[config.mk]
export PLATFORM = sky130hd
export DESIGN_NAME = rgmii_rx_dly_cal
export DESIGN_NICKNAME = d
export VERILOG_FILES = /design/src/rtl/rgmii_cal_pkg.sv /design/src/rtl/rgmii_pre_chk.sv /design/src/rtl/rgmii_rx_dly_cal.sv
export SDC_FILE = /design/constraint.sdc
export NUM_CORES = 1
export LEC_CHECK = 0
export ABC_CLOCK_PERIOD_IN_PS = 14000
export BUFFER_PORTS_ARGS = -buffer_cell sky130_fd_sc_hd__buf_4
export CAP_MARGIN = 25
export CORE_MARGIN = 2
export CORE_UTILIZATION = 65
export DETAILED_ROUTE_END_ITERATION = 10
export GPL_TIMING_DRIVEN = 1
export PLACE_DENSITY = 0.86
export RECOVER_POWER = 25
export SYNTH_ARGS = -nofsm -noshare
export SYNTH_HDL_FRONTEND = slang
export SYNTH_SLANG_ARGS = --single-unit
[constraint.sdc]
create_clock -name gmii_rx_clk -period 14 [get_ports gmii_rx_clk]
set_input_delay 2.1 -clock gmii_rx_clk [delete_from_list [all_inputs] [get_ports gmii_rx_clk]]
set_output_delay 2.1 -clock gmii_rx_clk [all_outputs]
set_load 0.05 [all_outputs]
[src/rtl/rgmii_cal_pkg.sv]
// Shared definitions for the RGMII receive delay calibrator: FSM states,
// preamble/SFD byte values and the minimum preamble length that counts as good.
package rgmii_cal_pkg;

    typedef enum logic [3:0] {
        ST_IDLE     = 4'd0,
        ST_LOAD     = 4'd1,
        ST_SETTLE   = 4'd2,
        ST_WAIT_GAP = 4'd3,
        ST_CHECK    = 4'd4,
        ST_NEXT     = 4'd5,
        ST_SEARCH   = 4'd6,
        ST_APPLY    = 4'd7,
        ST_DONE     = 4'd8
    } cal_state_e;

    typedef enum logic [1:0] {
        JUDGE_IDLE = 2'd0,
        JUDGE_PRE  = 2'd1,
        JUDGE_SKIP = 2'd2
    } judge_state_e;

    localparam logic [7:0]  SFD_BYTE    = 8'hD5;
    localparam logic [7:0]  PRE_BYTE    = 8'h55;
    localparam int unsigned MIN_PRE_LEN = 6;

endpackage

[src/rtl/rgmii_pre_chk.sv]
// Per-frame preamble judge: emits a one-cycle good or bad pulse for each frame
// that starts while enabled. Disabling it returns it to the idle state.
module rgmii_pre_chk
    import rgmii_cal_pkg::*;
(
    input  logic       clk,
    input  logic       rst,
    input  logic       en,
    input  logic       rx_dv,
    input  logic [7:0] rxd,
    output logic       good,
    output logic       bad
);

    localparam logic [2:0] PRE_SAT = 3'(MIN_PRE_LEN);

    judge_state_e state_r, state_next_s;
    logic [2:0]   pre_cnt_r, pre_cnt_next_s;
    logic         good_r, good_next_s;
    logic         bad_r, bad_next_s;

    // Frame judging; the preamble count saturates once it reaches the minimum length
    always_comb begin
        state_next_s   = state_r;
        pre_cnt_next_s = pre_cnt_r;
        good_next_s    = 1'b0;
        bad_next_s     = 1'b0;
        if (!en) begin
            state_next_s   = JUDGE_IDLE;
            pre_cnt_next_s = 3'd0;
        end else begin
            case (state_r)
                JUDGE_IDLE: begin
                    if (rx_dv && (rxd == PRE_BYTE)) begin
                        state_next_s   = JUDGE_PRE;
                        pre_cnt_next_s = 3'd1;
                    end else if (rx_dv) begin
                        state_next_s = JUDGE_SKIP;
                        bad_next_s   = 1'b1;
                    end else begin
                        state_next_s = JUDGE_IDLE;
                    end
                end
                JUDGE_PRE: begin
                    if (!rx_dv) begin
                        state_next_s = JUDGE_IDLE;
                        bad_next_s   = 1'b1;
                    end else if (rxd == PRE_BYTE) begin
                        if (pre_cnt_r < PRE_SAT) begin
                            pre_cnt_next_s = pre_cnt_r + 3'd1;
                        end else begin
                            pre_cnt_next_s = pre_cnt_r;
                        end
                    end else if (rxd == SFD_BYTE) begin
                        state_next_s = JUDGE_SKIP;
                        good_next_s  = (pre_cnt_r >= PRE_SAT);
                        bad_next_s   = (pre_cnt_r < PRE_SAT);
                    end else begin
                        state_next_s = JUDGE_SKIP;
                        bad_next_s   = 1'b1;
                    end
                end
                JUDGE_SKIP: begin
                    if (!rx_dv) begin
                        state_next_s = JUDGE_IDLE;
                    end else begin
                        state_next_s = JUDGE_SKIP;
                    end
                end
                default: begin
                    state_next_s   = JUDGE_IDLE;
                    pre_cnt_next_s = 3'd0;
                end
            endcase
        end
    end

    // Judge state and pulse registers
    always_ff @(posedge clk) begin
        if (rst) begin
            state_r   <= JUDGE_IDLE;
            pre_cnt_r <= 3'd0;
            good_r    <= 1'b0;
            bad_r     <= 1'b0;
        end else begin
            state_r   <= state_next_s;
            pre_cnt_r <= pre_cnt_next_s;
            good_r    <= good_next_s;
            bad_r     <= bad_next_s;
        end
    end

    assign good = good_r;
    assign bad  = bad_r;

endmodule

[src/rtl/rgmii_rx_dly_cal.sv]
// RGMII receive delay calibrator: sweeps all 32 IDELAY taps, judges preambles
// at each tap, then applies the centre of the longest passing window.
module rgmii_rx_dly_cal
    import rgmii_cal_pkg::*;
#(
    parameter int unsigned SETTLE_CYC  = 16,
    parameter int unsigned PASS_FRAMES = 4,
    parameter int unsigned TIMEOUT_CYC = 1048576,
    parameter int unsigned DEFAULT_TAP = 0
) (
    input  logic        gmii_rx_clk,
    input  logic        rst,
    input  logic        cal_start,
    input  logic        gmii_rx_dv,
    input  logic [7:0]  gmii_rxd,
    output logic        dly_ld,
    output logic [4:0]  dly_cntvalue,
    output logic        cal_busy,
    output logic        cal_done,
    output logic        cal_err,
    output logic [31:0] pass_map,
    output logic [4:0]  best_tap
);

    localparam logic [4:0]  DEF_TAP      = 5'(DEFAULT_TAP);
    localparam logic [31:0] SETTLE_LAST  = 32'(SETTLE_CYC - 1);
    localparam logic [31:0] TIMEOUT_LAST = 32'(TIMEOUT_CYC - 1);
    localparam logic [7:0]  GOOD_LAST    = 8'(PASS_FRAMES - 1);

    cal_state_e  state_r, state_next_s;
    logic [4:0]  tap_r, tap_next_s;
    logic [31:0] cnt_r, cnt_next_s;
    logic [7:0]  good_cnt_r, good_cnt_next_s;
    logic [31:0] pass_map_r, pass_map_next_s;
    logic [4:0]  scan_idx_r, scan_idx_next_s;
    logic [4:0]  run_start_r, run_start_next_s, run_start_s;
    logic [5:0]  run_len_r, run_len_next_s, run_len_s;
    logic [4:0]  best_start_r, best_start_next_s, best_start_s;
    logic [5:0]  best_len_r, best_len_next_s, best_len_s;
    logic [4:0]  best_tap_r, best_tap_next_s;
    logic        cal_busy_r, cal_busy_next_s;
    logic        cal_done_r, cal_done_next_s;
    logic        cal_err_r, cal_err_next_s;
    logic        dly_ld_r, dly_ld_next_s;
    logic [4:0]  dly_cntvalue_r, dly_cntvalue_next_s;
    logic        chk_good_s, chk_bad_s;

    rgmii_pre_chk u_pre_chk (
        .clk   (gmii_rx_clk),
        .rst   (rst),
        .en    (state_r == ST_CHECK),
        .rx_dv (gmii_rx_dv),
        .rxd   (gmii_rxd),
        .good  (chk_good_s),
        .bad   (chk_bad_s)
    );

    // Streaming run-length step for the pass_map bit under the scan index; strict > keeps the lowest start on ties
    always_comb begin
        run_start_s  = run_start_r;
        run_len_s    = 6'd0;
        best_start_s = best_start_r;
        best_len_s   = best_len_r;
        if (pass_map_r[scan_idx_r]) begin
            run_start_s = (run_len_r == 6'd0) ? scan_idx_r : run_start_r;
            run_len_s   = run_len_r + 6'd1;
        end else begin
            run_start_s = run_start_r;
            run_len_s   = 6'd0;
        end
        if (run_len_s > best_len_r) begin
            best_start_s = run_start_s;
            best_len_s   = run_len_s;
        end else begin
            best_start_s = best_start_r;
            best_len_s   = best_len_r;
        end
    end

    // Next-state and next-output logic for the calibration sequencer
    always_comb begin
        state_next_s      = state_r;
        tap_next_s        = tap_r;
        cnt_next_s        = cnt_r;
        good_cnt_next_s   = good_cnt_r;
        pass_map_next_s   = pass_map_r;
        scan_idx_next_s   = scan_idx_r;
        run_start_next_s  = run_start_r;
        run_len_next_s    = run_len_r;
        best_start_next_s = best_start_r;
        best_len_next_s   = best_len_r;
        best_tap_next_s   = best_tap_r;
        cal_busy_next_s   = cal_busy_r;
        cal_done_next_s   = cal_done_r;
        cal_err_next_s    = cal_err_r;
        case (state_r)
            ST_IDLE, ST_DONE: begin
                if (cal_start) begin
                    state_next_s    = ST_LOAD;
                    tap_next_s      = 5'd0;
                    pass_map_next_s = 32'd0;
                    cal_busy_next_s = 1'b1;
                    cal_done_next_s = 1'b0;
                    cal_err_next_s  = 1'b0;
                end else begin
                    state_next_s = state_r;
                end
            end
            ST_LOAD: begin
                state_next_s = ST_SETTLE;
                cnt_next_s   = 32'd0;
            end
            ST_SETTLE: begin
                if (cnt_r == SETTLE_LAST) begin
                    state_next_s = ST_WAIT_GAP;
                end else begin
                    cnt_next_s = cnt_r + 32'd1;
                end
            end
            ST_WAIT_GAP: begin
                if (!gmii_rx_dv) begin
                    state_next_s    = ST_CHECK;
                    cnt_next_s      = 32'd0;
                    good_cnt_next_s = 8'd0;
                end else begin
                    state_next_s = ST_WAIT_GAP;
                end
            end
            ST_CHECK: begin
                cnt_next_s = cnt_r + 32'd1;
                if (chk_good_s && (good_cnt_r == GOOD_LAST)) begin
                    pass_map_next_s = pass_map_r | (32'd1 << tap_r);
                    state_next_s    = ST_NEXT;
                end else if (chk_bad_s || (cnt_r == TIMEOUT_LAST)) begin
                    state_next_s = ST_NEXT;
                end else if (chk_good_s) begin
                    good_cnt_next_s = good_cnt_r + 8'd1;
                end else begin
                    state_next_s = ST_CHECK;
                end
            end
            ST_NEXT: begin
                if (tap_r == 5'd31) begin
                    state_next_s      = ST_SEARCH;
                    scan_idx_next_s   = 5'd0;
                    run_start_next_s  = 5'd0;
                    run_len_next_s    = 6'd0;
                    best_start_next_s = 5'd0;
                    best_len_next_s   = 6'd0;
                end else begin
                    state_next_s = ST_LOAD;
                    tap_next_s   = tap_r + 5'd1;
                end
            end
            ST_SEARCH: begin
                scan_idx_next_s   = scan_idx_r + 5'd1;
                run_start_next_s  = run_start_s;
                run_len_next_s    = run_len_s;
                best_start_next_s = best_start_s;
                best_len_next_s   = best_len_s;
                if (scan_idx_r == 5'd31) begin
                    state_next_s = ST_APPLY;
                    if (best_len_s == 6'd0) begin
                        best_tap_next_s = DEF_TAP;
                    end else begin
                        best_tap_next_s = best_start_s + 5'((best_len_s - 6'd1) >> 1);
                    end
                end else begin
                    state_next_s = ST_SEARCH;
                end
            end
            ST_APPLY: begin
                state_next_s    = ST_DONE;
                cal_busy_next_s = 1'b0;
                cal_done_next_s = (best_len_r != 6'd0);
                cal_err_next_s  = (best_len_r == 6'd0);
            end
            default: begin
                state_next_s    = ST_IDLE;
                cal_busy_next_s = 1'b0;
            end
        endcase

        // The load strobe and its value are registered together from the upcoming state
        dly_ld_next_s = (state_next_s == ST_LOAD) || (state_next_s == ST_APPLY);
        if (state_next_s == ST_LOAD) begin
            dly_cntvalue_next_s = tap_next_s;
        end else if (state_next_s == ST_APPLY) begin
            dly_cntvalue_next_s = best_tap_next_s;
        end else begin
            dly_cntvalue_next_s = dly_cntvalue_r;
        end
    end

    // State and output registers
    always_ff @(posedge gmii_rx_clk) begin
        if (rst) begin
            state_r        <= ST_IDLE;
            tap_r          <= 5'd0;
            cnt_r          <= 32'd0;
            good_cnt_r     <= 8'd0;
            pass_map_r     <= 32'd0;
            scan_idx_r     <= 5'd0;
            run_start_r    <= 5'd0;
            run_len_r      <= 6'd0;
            best_start_r   <= 5'd0;
            best_len_r     <= 6'd0;
            best_tap_r     <= DEF_TAP;
            cal_busy_r     <= 1'b0;
            cal_done_r     <= 1'b0;
            cal_err_r      <= 1'b0;
            dly_ld_r       <= 1'b0;
            dly_cntvalue_r <= DEF_TAP;
        end else begin
            state_r        <= state_next_s;
            tap_r          <= tap_next_s;
            cnt_r          <= cnt_next_s;
            good_cnt_r     <= good_cnt_next_s;
            pass_map_r     <= pass_map_next_s;
            scan_idx_r     <= scan_idx_next_s;
            run_start_r    <= run_start_next_s;
            run_len_r      <= run_len_next_s;
            best_start_r   <= best_start_next_s;
            best_len_r     <= best_len_next_s;
            best_tap_r     <= best_tap_next_s;
            cal_busy_r     <= cal_busy_next_s;
            cal_done_r     <= cal_done_next_s;
            cal_err_r      <= cal_err_next_s;
            dly_ld_r       <= dly_ld_next_s;
            dly_cntvalue_r <= dly_cntvalue_next_s;
        end
    end

    assign dly_ld       = dly_ld_r;
    assign dly_cntvalue = dly_cntvalue_r;
    assign cal_busy     = cal_busy_r;
    assign cal_done     = cal_done_r;
    assign cal_err      = cal_err_r;
    assign pass_map     = pass_map_r;
    assign best_tap     = best_tap_r;

endmodule

==> summary.txt, run 1 <==
Run status
  – Run status: finished with violations
  – Failing checks: capacitance limit, slew limit

Synth
  – Yosys cell types: 70
  – Sequential area share after synthesis: 37.9%
  – Avg Inst Size Synth: 8.22 sq um
  – Area contributors post-synth: dfxtp_1 (38%), nor2_1 (7.4%), a21oi_1 (5.1%)
  – Synth warn: 0
  – Top-count cell post-synth: nor2_1
  – Share of the synthesized area in the top cell type: 37.9%
  – Mapped Area: 6810 sq um
  – #FFs+latches synth: 129
  – Syn Nets: 867
  – Synth async-reset ratio: 0%
  – Cell type with the highest aggregate area in the netlist: dfxtp_1
  – Synth cell count leaders: nor2_1 (135), dfxtp_1 (129), a21oi_1 (70)
  – Gate count after technology mapping: 829
  – Post-synth EDFFs: 0
  – Primary FF master, synth: dfxtp_1

CTS
  – Worst-path clk slew: 0.06 ns
  – Clock Root Buffer: clkbuf_8
  – H-tree Lvls: 4
  – Clock sink count: 129
  – Skew-Pair Late Insertion Delay: 0.53 ns
  – Post-CTS Setup Bufs: 0
  – CTS tree: yes
  – Post-CTS Resized: 0
  – Num CTS Buffers: 17
  – Hold-fix buffers, CTS: 0
  – Max Root-Sink Buffers: 2

Layout
  – # diodes: 0
  – Share of post-route cells with drive strength above 1: 12.6%
  – Layout net count: 907
  – Final non-filler cell total: 1018
  – Layout area overhead: 15.6%
  – FF+latch area: 2580 sq um
  – Area of the multi-input gates: 3940 sq um
  – Utilization after layout: 77.0%
  – Number of fill cells: 716
  – Post-Layout Inst Area: 7880 sq um

Pwr
  – PwrDens: 114 nW/um^2
  – Leak Pwr: 0.00300 uW
  – Max VDD drop: 0.000144 V

Placed design
  – Placed Cells: 984
  – Post-DP HPWL: 11700 um
  – Pre-CTS setup slack: 7.42 ns
  – Placed cell areas: 7250 sq um
  – Port Buf Inserts: 57
  – RD Place Congestion: 0.943

Detailed routing
  – Routed vias/inst: 6.18
  – Residual DRC count: 0
  – Pre-Repair DR Iteration Count: 6
  – Via Count: 6293
  – Starting DRC count in detailed routing: 589
  – Detailed-route wire length: 17400 um
  – WL/cell: 17.0 um
  – Detail Route Antenna Nets: 0

Worst setup path
  – CP Launch Type: flip-flop
  – CP Max Fanout: 23
  – Worst Setup End Kind: flip-flop
  – Arrival time worst endpoint: 7.17 ns
  – Reg2reg setup slack: 7.24 ns
  – Worst path required time: 14.40 ns
  – WS Path Type: reg -> reg

Timing
  – Maximum clock frequency: 148 MHz
  – Slew margin rel.: -39.4%
  – Min Tclk post-route: 6.76 ns
  – Setup ws final: 7.24 ns
  – Fin. Hold Viols: 0
  – Total Neg Setup Slack: 0 ns
  – Max-slew violation count: 48
  – RSZ-0062 raised after global routing: false
  – Crit share post-route: 48.3%
  – Worst-margin pin slew: 2.09 ns
  – Skew final: 0.0100 ns
  – Final setup violation count: 0

Global routing
  – Antenna violations before repair: 0
  – Remaining global-route overflow: 0
  – Vias in the first global route: 5852
  – First-pass GRT wire length: 28400 um
  – Largest net degree at the start of global routing: 48
  – GR Util All Layers: 31.0%

Die
  – Std-Cell Rows: 37
  – Core Box Area: 10200 sq um
  – Die W: 106 um
  – IO Count: 58
  – Die Y: 106 um
  – Die area: 11300 sq um
  – Starting Density: 66.6%

Min path
  – Hold crit path type: reg -> reg

Run
  – MaxCap Viol Count: 1
-- metal layers --
layer	routed length (um)	vias to the layer above	share of wire (%)	global-route usage (%)
met5	0	-	0	0
met4	329	0	1.9	11.4
met3	995	30	5.7	5.82
met2	8620	220	50	52.6
met1	7400	2994	43	39.3
li1	-	3049	-	-
-- layout by cell type, fill, tap and decap left out, types with 3 or more instances in the layout --
| cell type | synthesis | final |
|---|---|---|
| nand3b_1 | 7 | 7 |
| nand3_1 | 27 | 27 |
| a31oi_1 | 18 | 18 |
| nor2b_1 | 11 | 11 |
| clkbuf_1 | 19 | 3 |
| nor3_1 | 20 | 20 |
| nor2_1 | 135 | 135 |
| clkbuf_8 | 0 | 3 |
| dfxtp_1 | 129 | 129 |
| nand4_1 | 17 | 17 |
| or3_1 | 10 | 10 |
| xnor2_1 | 16 | 16 |
| a32oi_1 | 10 | 10 |
| a22o_1 | 4 | 4 |
| nand2b_1 | 3 | 3 |
| buf_4 | 3 | 58 |
| and3_1 | 20 | 20 |
| a22oi_1 | 16 | 16 |
| bufinv_16 | 0 | 4 |
| inv_1 | 26 | 26 |
| and2_1 | 9 | 8 |
| clkinv_4 | 0 | 3 |
| a211o_1 | 3 | 3 |
| clkbuf_16 | 0 | 16 |
| nor4_1 | 14 | 14 |
| xor2_1 | 26 | 26 |
| ha_1 | 25 | 25 |
| a21oi_1 | 70 | 70 |
| mux2i_1 | 19 | 19 |
| nand2_1 | 59 | 59 |
| o2bb2ai_1 | 3 | 3 |
| o21ai_0 | 35 | 35 |
| a21o_1 | 4 | 4 |
-- cells by family after synthesis --
kind of cell | after synthesis | share of synthesized area (%)
AO/OA/AOI/OAI | 191 | 18.0
XOR/XNOR | 46 | 6.35
adder cells (fa/ha/maj) | 26 | 4.88
buffers and inverters | 66 | 4.22
flip-flops | 129 | 37.9
multiplexers | 23 | 3.56
AND/OR/NAND/NOR | 348 | 25.1
-- cell type report --
cell class,instances,area share (%)
Sequential cell,129,32.8
Multi-Input combinational cell,634,50.1
Timing Repair Buffer,61,5.81
Clock buffer,20,5.65
Tap cell,136,2.16
Inverter,26,1.24
Clock inverter,12,2.29
-- flip-flops by register name, indices dropped and copies added, names as in the netlist, 3 cells and up --
register	count
best_len_r	6
best_start_r	5
best_tap	5
cnt_r	32
dly_cntvalue	5
good_cnt_r	8
pass_map	32
run_len_r	6
run_start_r	5
scan_idx_r	5
state_r	4
tap_r	5
u_pre_chk.pre_cnt_r	3
-- power breakdown --
| group | internal, uW | switching, uW | total (uW) | leakage, uW |
|---|---|---|---|---|
| clock network | 299 | 165 | 464 | 0.000301 |
| registers | 370 | 3.85 | 374 | 0.00104 |
| logic | 18.4 | 39.4 | 57.8 | 0.00166 |
-- worst paths after layout --
check | end | depth (start not counted) | startpoint
hold / removal | u_pre_chk.pre_cnt_r[1] | 2 | u_pre_chk.pre_cnt_r[1]
setup / recovery | best_tap[4] | 21 | scan_idx_r[1]
setup reg to reg | best_tap[4] | 21 | scan_idx_r[1]
hold reg to reg | u_pre_chk.pre_cnt_r[1] | 2 | u_pre_chk.pre_cnt_r[1]
-- through the flow --
step                      hold slack (ns)  total power (uW)
after global routing                0.511               918
final                               0.490               896
after detailed placement            0.474               438
after global placement              0.462               435
after floorplan                     0.449               424
after CTS                           0.489               896
-- worst max-delay path, stage by stage, from the launching register on --
cell and delay [ns]:
dfxtp_1 0.98, mux2i_1 0.18, a22oi_1 0.22, o21ai_1 0.10, o21ai_1 0.50, or2_0 0.54, and2_1 0.21, ha_1 0.25
nand2_1 0.12, o21ai_0 0.24, nor3_1 0.30, a311oi_1 0.10, a21o_2 0.26, a211oi_4 0.72, a21oi_1 0.21, ha_1 0.29
fa_1 0.41, a21o_1 0.20, a21oi_1 0.24, xor2_2 0.23, xor2_1 0.21, o211ai_1 0.12
(Power assumes the default switching activity.)
==> run 2, diff against run 1 <==
- ABC_AREA: unset -> 1
- ABC_CLOCK_PERIOD_IN_PS: 14000 -> 7000
- CORE_UTILIZATION: 65 -> 60
- PLACE_DENSITY: 0.86 -> 0.8
- clock period: 14 -> 7 ns (I/O delays scaled with it)
==> run 2 against run 1 <==
The flow still finishes with violations (capacitance limit, slew limit). Routed wire length shrank 4.6%. Hold slack lost 0.025 ns. Clock power grew 84%. Sequential share of layout area grew 0.32 points. Maximum frequency grew 38%. Setup slack lost 5.1 ns. Synthesized area grew 0.13%. Flip-flop and latch count is the same. Global-route usage shrank 4.1 points. Register-to-register slack lost 5.1 ns. Via count grew 5.3%. Largest power group unchanged. Highest routed layer unchanged.
==> summary.txt, run 2 <==
Detailed routing
  – Starting DRC count in detailed routing: 449 (-24%)
  – Via Count: 6627 (+5.3%)
  – Pre-Repair DR Iteration Count: 8 (+2)
  – WL/cell: 13.9 um (-19%)
  – Detailed-route wire length: 16600 um (-4.6%)
  – Residual DRC count: 0 (unchanged)
  – Routed vias/inst: 5.55 (-10%)
  – Detail Route Antenna Nets: 0 (unchanged)

Die
  – Die W: 111 um (+4.0%)
  – Starting Density: 62.1% (-4.5 points)
  – Std-Cell Rows: 38 (+2.7%)
  – IO Count: 58 (unchanged)
  – Die Y: 111 um (+4.0%)
  – Die area: 12200 sq um (+8.1%)
  – Core Box Area: 11000 sq um (+7.3%)

Worst setup path
  – Worst Setup End Kind: flip-flop
  – R2r startpoint: scan_idx_r[0]
  – Worst path required time: 7.30 ns (-7.10 ns)
  – Crit path from: scan_idx_r[0]
  – CP Max Fanout: 21 (-8.7%)
  – CP Launch Type: flip-flop
  – CP max stage delay: 0.81 ns (-0.17 ns)
  – Reg2reg setup slack: 2.09 ns (-5.14 ns)
  – Crit-path slowest cell: dfxtp_1
  – R2r endpoint: dly_cntvalue[4]
  – Worst-case reg-to-reg path depth: 32 (+52%)
  – Arrival time worst endpoint: 5.21 ns (-1.96 ns)
  – WS Path Type: reg -> reg
  – Critical Path End: dly_cntvalue[4]
  – Critical Path Most Common Cell: nand2_1

Layout
  – Share of post-route cells with drive strength above 1: 9.58% (-3.0 points)
  – Most frequent cells in the layout: nand2_1 (221), dfxtp_1 (129), inv_1 (121), nor2_1 (109), a21oi_1 (109)
  – Utilization after layout: 71.0% (-6.0 points)
  – Commonest non-fill, non-tap cell in the layout: nand2_1
  – Number of fill cells: 945 (+32%)
  – Layout area overhead: 14.4%
  – # diodes: 0 (unchanged)
  – Final non-filler cell total: 1194 (+17%)
  – Layout net count: 1079 (+19%)

Synth
  – Top-count cell post-synth: nand2_1
  – Post-synthesis simple-gate area fraction: 33.3% (+8.2 points)
  – Synth warn: 0 (unchanged)
  – Multiplexer area fraction after synthesis: 0% (-3.6 points)
  – Sequential area share after synthesis: 37.9% (-0.049 points)
  – Cell type with the highest aggregate area in the netlist: dfxtp_1
  – Yosys cell types: 48 (-31%)
  – Synth cell count leaders: nand2_1 (221), dfxtp_1 (129), inv_1 (121)
  – Share of the synthesized area in the top cell type: 37.9% (-0.049 points)
  – Syn Nets: 1025 (+18%)
  – #FFs+latches synth: 129 (unchanged)
  – Post-Synth Adder-Cell Area: 4.88% (-0.0063 points)
  – Mapped Area: 6820 sq um (+0.13%)
  – Synth async-reset ratio: 0% (unchanged)
  – Xor and xnor area share after synthesis: 0.899% (-5.5 points)
  – Avg Inst Size Synth: 6.91 sq um (-16%)
  – Post-synth EDFFs: 0 (unchanged)
  – Gate count after technology mapping: 987 (+19%)
  – Area contributors post-synth: dfxtp_1 (38%), nand2_1 (12%), a21oi_1 (8.0%)
  – Largest family of logic cells by synthesized area: simple AND/OR/NAND/NOR gates
  – Primary FF master, synth: dfxtp_1
  – Synth Area in Compound Gates: 14.3% (-3.7 points)

Timing
  – Skew final: 0.00448 ns (-0.00552 ns)
  – Total Neg Setup Slack: 0 ns (unchanged)
  – Fin. Hold Viols: 0 (unchanged)
  – Worst-margin pin slew: 1.96 ns (-0.134 ns)
  – RSZ-0062 raised after global routing: false
  – Crit share post-route: 70.1% (+22 points)
  – Hold Slack: 0.465 ns (-0.0254 ns)
  – Max-slew violation count: 43 (-10%)
  – Maximum clock frequency: 204 MHz (+38%)
  – Slew margin rel.: -30.5% (+8.9 points)
  – Min Tclk post-route: 4.91 ns (-1.86 ns)
  – Final setup violation count: 0 (unchanged)

CTS
  – Post-CTS Resized: 0 (unchanged)
  – Clock sink count: 129 (unchanged)
  – Post-CTS Setup Bufs: 0 (unchanged)
  – Worst-path clk slew: 0.06 ns (about the same)
  – Skew-Pair Late Insertion Delay: 0.42 ns (-0.11 ns)
  – H-tree Lvls: 4 (unchanged)
  – Hold-fix buffers, CTS: 0 (unchanged)
  – Max Root-Sink Buffers: 2 (unchanged)
  – Clock Root Buffer: clkbuf_16
  – Num CTS Buffers: 17 (unchanged)
  – CTS tree: yes

Pwr
  – P_int: 1300 uW (+90%)
  – Max VDD drop: 0.000177 V (+23%)
  – Switch Pwr: 407 uW (+96%)
  – Pwr Total: 1710 uW (+91%)
  – Gate power share: 6.7% (+0.2 points)
  – Leak Pwr: 0.00319 uW (+6.3%)
  – Clk network pwr share: 49.9% (-1.9 points)
  – Flop pwr share: 43.4% (+1.6 points)
  – Switching part of the total: 23.8% (+0.59 points)
  – PwrDens: 219 nW/um^2 (+93%)

Global routing
  – First-pass GRT wire length: 27500 um (-3.2%)
  – GR Util All Layers: 26.9% (-4.1 points)
  – Remaining global-route overflow: 0 (unchanged)
  – Vias in the first global route: 6017 (+2.8%)
  – Antenna violations before repair: 0 (unchanged)
  – Largest net degree at the start of global routing: 43 (-10%)

Placed design
  – Port Buf Inserts: 57 (unchanged)
  – RD Place Congestion: 0.920 (-2.5%)
  – Placed Cells: 1161 (+18%)
  – Post-DP HPWL: 11900 um (+1.6%)

Run status
  – Failing checks: capacitance limit, slew limit
  – Run status: finished with violations

Run
  – MaxCap Viol Count: 1 (unchanged)

Min path
  – Min-delay src: best_start_r[0]
  – Hold crit path type: reg -> reg
## run 2: cell count changes in the layout (fill, tap and decap cells not counted), sizes merged, moves of 30 or more
cell,previous run,this run
inv,27,123
nand2,59,238
a21oi,70,109
buf,59,29
nand3,27,69
clkbuf,22,54
## run 2: stage by stage
stage          setup slack, ns  cell area, sq um
6_report                  2.09              7800
5_1_grt                   1.64              7800
4_1_cts                   2.18              7890
3_5_place_dp              2.24              7310
3_3_place_gp              2.43              7310
2_1_floorplan             2.98              6820
## run 2: critical path: cells and delay by family, from the launching register on
kind | cells | cell delay [ns]
AOI/OAI and AO/OA | 3 | 0.52
adders and majority gates | 3 | 0.90
and+or+nand+nor | 23 | 2.10
buffers and inverters | 3 | 0.43
DFF | 1 | 0.81
## run 2: worst min path at each step
stage	cells past startpoint	to	slack, ns
4_1_cts	2	run_start_r[2]	0.46
3_3_place_gp	2	run_start_r[1]	0.45
2_1_floorplan	1	cnt_r[31]	0.42
3_5_place_dp	2	run_start_r[2]	0.45
5_1_grt	2	best_start_r[0]	0.48
6_report	2	best_start_r[0]	0.46
## run 2: logic make-up after synthesis
family,count (synthesis)
XOR/XNOR,7
AND/OR/NAND/NOR,497
buffers and inverters,150
adder cells (fa/ha/maj),26
flip-flops,129
AO/OA/AOI/OAI,178
## run 2: metal layers
| layer | vias to the layer above | wire (um) | part of all wire [%] | track usage, % |
|---|---|---|---|---|
| li1 | 3364 | - | - | - |
| met1 | 3005 | 7340 | 44 | 34.4 |
| met2 | 228 | 7920 | 48 | 44.6 |
| met4 | 0 | 272 | 1.6 | 10.1 |
| met3 | 30 | 1030 | 6.2 | 5.87 |
| met5 | - | 0 | 0 | 0 |
## run 2: cell type report
type	count	area (sq um)	area share, %
clock buffers	23	498	6.38
clock inverters	9	80.1	1.03
inverters	125	469	6.01
multi-input cells	708	3640	46.7
flip-flops and latches	129	2580	33.1
well taps	140	175	2.25
repair buffers	60	354	4.54
## run 2: power groups by stage
stage          clock network (uW)  logic (uW)  registers [uW]
3_5_place_dp                    0         110             758
6_report                      854         114             743
5_1_grt                       896         127             743
4_1_cts                       863         111             743
3_3_place_gp                    0         108             758
2_1_floorplan                   0        78.8             763
==> run 3, diff against run 2 <==
- ABC_CLOCK_PERIOD_IN_PS: 7000 -> 4200
- CORE_UTILIZATION: 60 -> 54
- PLACE_DENSITY: 0.8 -> 0.76
- clock period: 7 -> 4.2 ns (I/O delays scaled with it)
==> run 3 against run 2 <==
The flow now finishes without violations. Maximum frequency is 27% higher. Critical endpoint unchanged. Global-route usage fell by 1.3 points. Flip-flop and latch count stayed put. Non-clock buffer count increased by 13. Utilization shrank 6.9 points. Hold slack got worse by 0.0018 ns. Final area up 2.5%. Combinational power up 80%. First-iteration DRC count increased by 18%.
==> summary.txt, run 3 (synthesis gave the netlist of run 2 again) <==
Timing
  – Min Tclk post-route: 3.87 ns (-1.04 ns)
  – Fin. Hold Viols: 0 (unchanged)
  – Crit share post-route: 92.1% (+22 points)
  – Hold Slack: 0.463 ns (-0.00179 ns)
  – Max-slew violation count: 0 (-100%)
  – Slew margin rel.: 43.7% (+74 points)
  – Total Neg Setup Slack: 0 ns (unchanged)
  – Skew final: 0.00706 ns (+0.00259 ns)
  – Final setup violation count: 0 (unchanged)
  – Worst-margin pin slew: 0.842 ns (-1.12 ns)
  – Setup ws final: 0.333 ns (-1.76 ns)
  – Maximum clock frequency: 259 MHz (+27%)

Pwr
  – Leak Pwr: 0.00323 uW (+1.3%)
  – PwrDens: 359 nW/um^2 (+63%)
  – Max VDD drop: 0.000358 V (+100%)

Worst setup path
  – WS Path Type: reg -> reg
  – Worst path required time: 4.51 ns (-2.79 ns)
  – Crit path from: scan_idx_r[0]
  – R2r startpoint: scan_idx_r[0]
  – CP Launch Type: flip-flop
  – CP Max Fanout: 6 (-71%)
  – Critical Path Most Common Cell: nand2_1
  – Crit-path slowest cell: dfxtp_4
  – CP max stage delay: 0.36 ns (-0.45 ns)
  – Arrival time worst endpoint: 4.18 ns (-1.03 ns)
  – Worst Setup End Kind: flip-flop

Detailed routing
  – Starting DRC count in detailed routing: 528 (+18%)
  – Via Count: 6520 (-1.6%)
  – Detail Route Antenna Nets: 0 (unchanged)
  – Routed vias/inst: 5.26 (-5.2%)
  – WL/cell: 13.5 um (-2.7%)
  – Pre-Repair DR Iteration Count: 5 (-3)
  – Detailed-route wire length: 16700 um (+0.92%)
  – Residual DRC count: 0 (unchanged)

Die
  – Die area: 13600 sq um (+11%)
  – IO Count: 58 (unchanged)
  – Die W: 116 um (+5.2%)
  – Core Box Area: 12500 sq um (+13%)
  – Starting Density: 54.7% (-7.4 points)
  – Std-Cell Rows: 41 (+7.9%)
  – Die Y: 116 um (+5.2%)

Placed design
  – Port Buf Inserts: 57 (unchanged)
  – Placed Cells: 1203 (+3.6%)
  – RD Place Congestion: 0.937 (+1.9%)
  – Pre-CTS setup slack: -0.0345 ns (-2.27 ns)
  – Post-DP HPWL: 11900 um (about the same)

CTS
  – CTS tree: yes
  – Clock sink count: 129 (unchanged)
  – Max Root-Sink Buffers: 2 (unchanged)
  – Worst-path clk slew: 0.06 ns (about the same)
  – Clock Root Buffer: clkbuf_16
  – Num CTS Buffers: 17 (unchanged)
  – Skew-Pair Late Insertion Delay: 0.42 ns (about the same)
  – H-tree Lvls: 4 (unchanged)

Run
  – MaxCap Viol Count: 0 (-1)

Global routing
  – First-pass GRT wire length: 27600 um (+0.38%)
  – Vias in the first global route: 6019 (+0.033%)
  – Largest net degree at the start of global routing: 43 (unchanged)
  – Antenna violations before repair: 0 (unchanged)
  – Remaining global-route overflow: 0 (unchanged)
  – GR Util All Layers: 25.6% (-1.3 points)

Layout
  – Utilization after layout: 64.2% (-6.9 points)
  – Most frequent cells in the layout: nand2_1 (215), dfxtp_1 (127), inv_1 (120), a21oi_1 (108), nor2_1 (106)
  – Layout area overhead: 17.3%
  – # diodes: 0 (unchanged)
  – Share of post-route cells with drive strength above 1: 11.4% (+1.9 points)
  – Final non-filler cell total: 1239 (+3.8%)
  – Layout net count: 1092 (+1.2%)
  – Commonest non-fill, non-tap cell in the layout: nand2_1

Min path
  – Min-delay src: run_start_r[1]
  – Hold crit path type: reg -> reg

Run status
  – Run status: complete, no violations
-- run 3: power by group --
group	internal [uW]	total [uW]	leakage, uW	switching [uW]
registers	1230	1240	0.00104	6.27
logic	65.0	205	0.00190	140
clock network	897	1430	0.000290	530
-- run 3: layer usage --
metal  wire, um  vias up  track usage (%)  share of wire (%)
met3        814       20             5.40                4.9
li1           -     3380                -                  -
met4        233        0             7.46                1.4
met2       8130      164             43.6                 49
met1       7540     2956             32.8                 45
met5          0        -                0                  0
-- run 3: path summary, 6_finish.rpt --
| check | end | slack, ns | cells after the start |
|---|---|---|---|
| worst max register to register | dly_cntvalue[4] | 0.33 | 32 |
| worst max-delay path | dly_cntvalue[4] | 0.33 | 32 |
| worst min register to register | run_start_r[1] | 0.46 | 2 |
| worst min-delay path | run_start_r[1] | 0.46 | 2 |
-- run 3: cell type report --
type / instances / area, sq um
Multi-Input combinational cell: 708 / 3730
Sequential cell: 129 / 2590
Clock inverter: 11 / 113
Timing Repair Buffer: 73 / 418
Clock buffer: 21 / 460
Fill cell: 1128 / 4460
Inverter: 125 / 473
Tap cell: 172 / 215
-- run 3: what timing repair did --
action | CTS | global route
hold endpoints to repair | 0 | 0
pin swaps | 0 | 11
hold buffers | 0 | 0
endpoints found under the setup margin | 1 | 5
resized for setup | 3 | 22
buffers inserted | 0 | 4
gates cloned | 0 | 0
-- run 3: through the flow --
step / area [sq um] / power [uW]
6_report: 8000 / 2870
5_1_grt: 8000 / 2960
4_1_cts: 8030 / 2870
3_5_place_dp: 7450 / 1460
3_3_place_gp: 7420 / 1450
2_1_floorplan: 6820 / 1400
-- run 3: critical path, delay by kind of cell, from the launching register on --
family,cells,cell delay [ns]
simple gates,22,1.74
fa+ha+maj,3,0.91
flops,1,0.36
buf+inv,5,0.44
compound gates,2,0.33
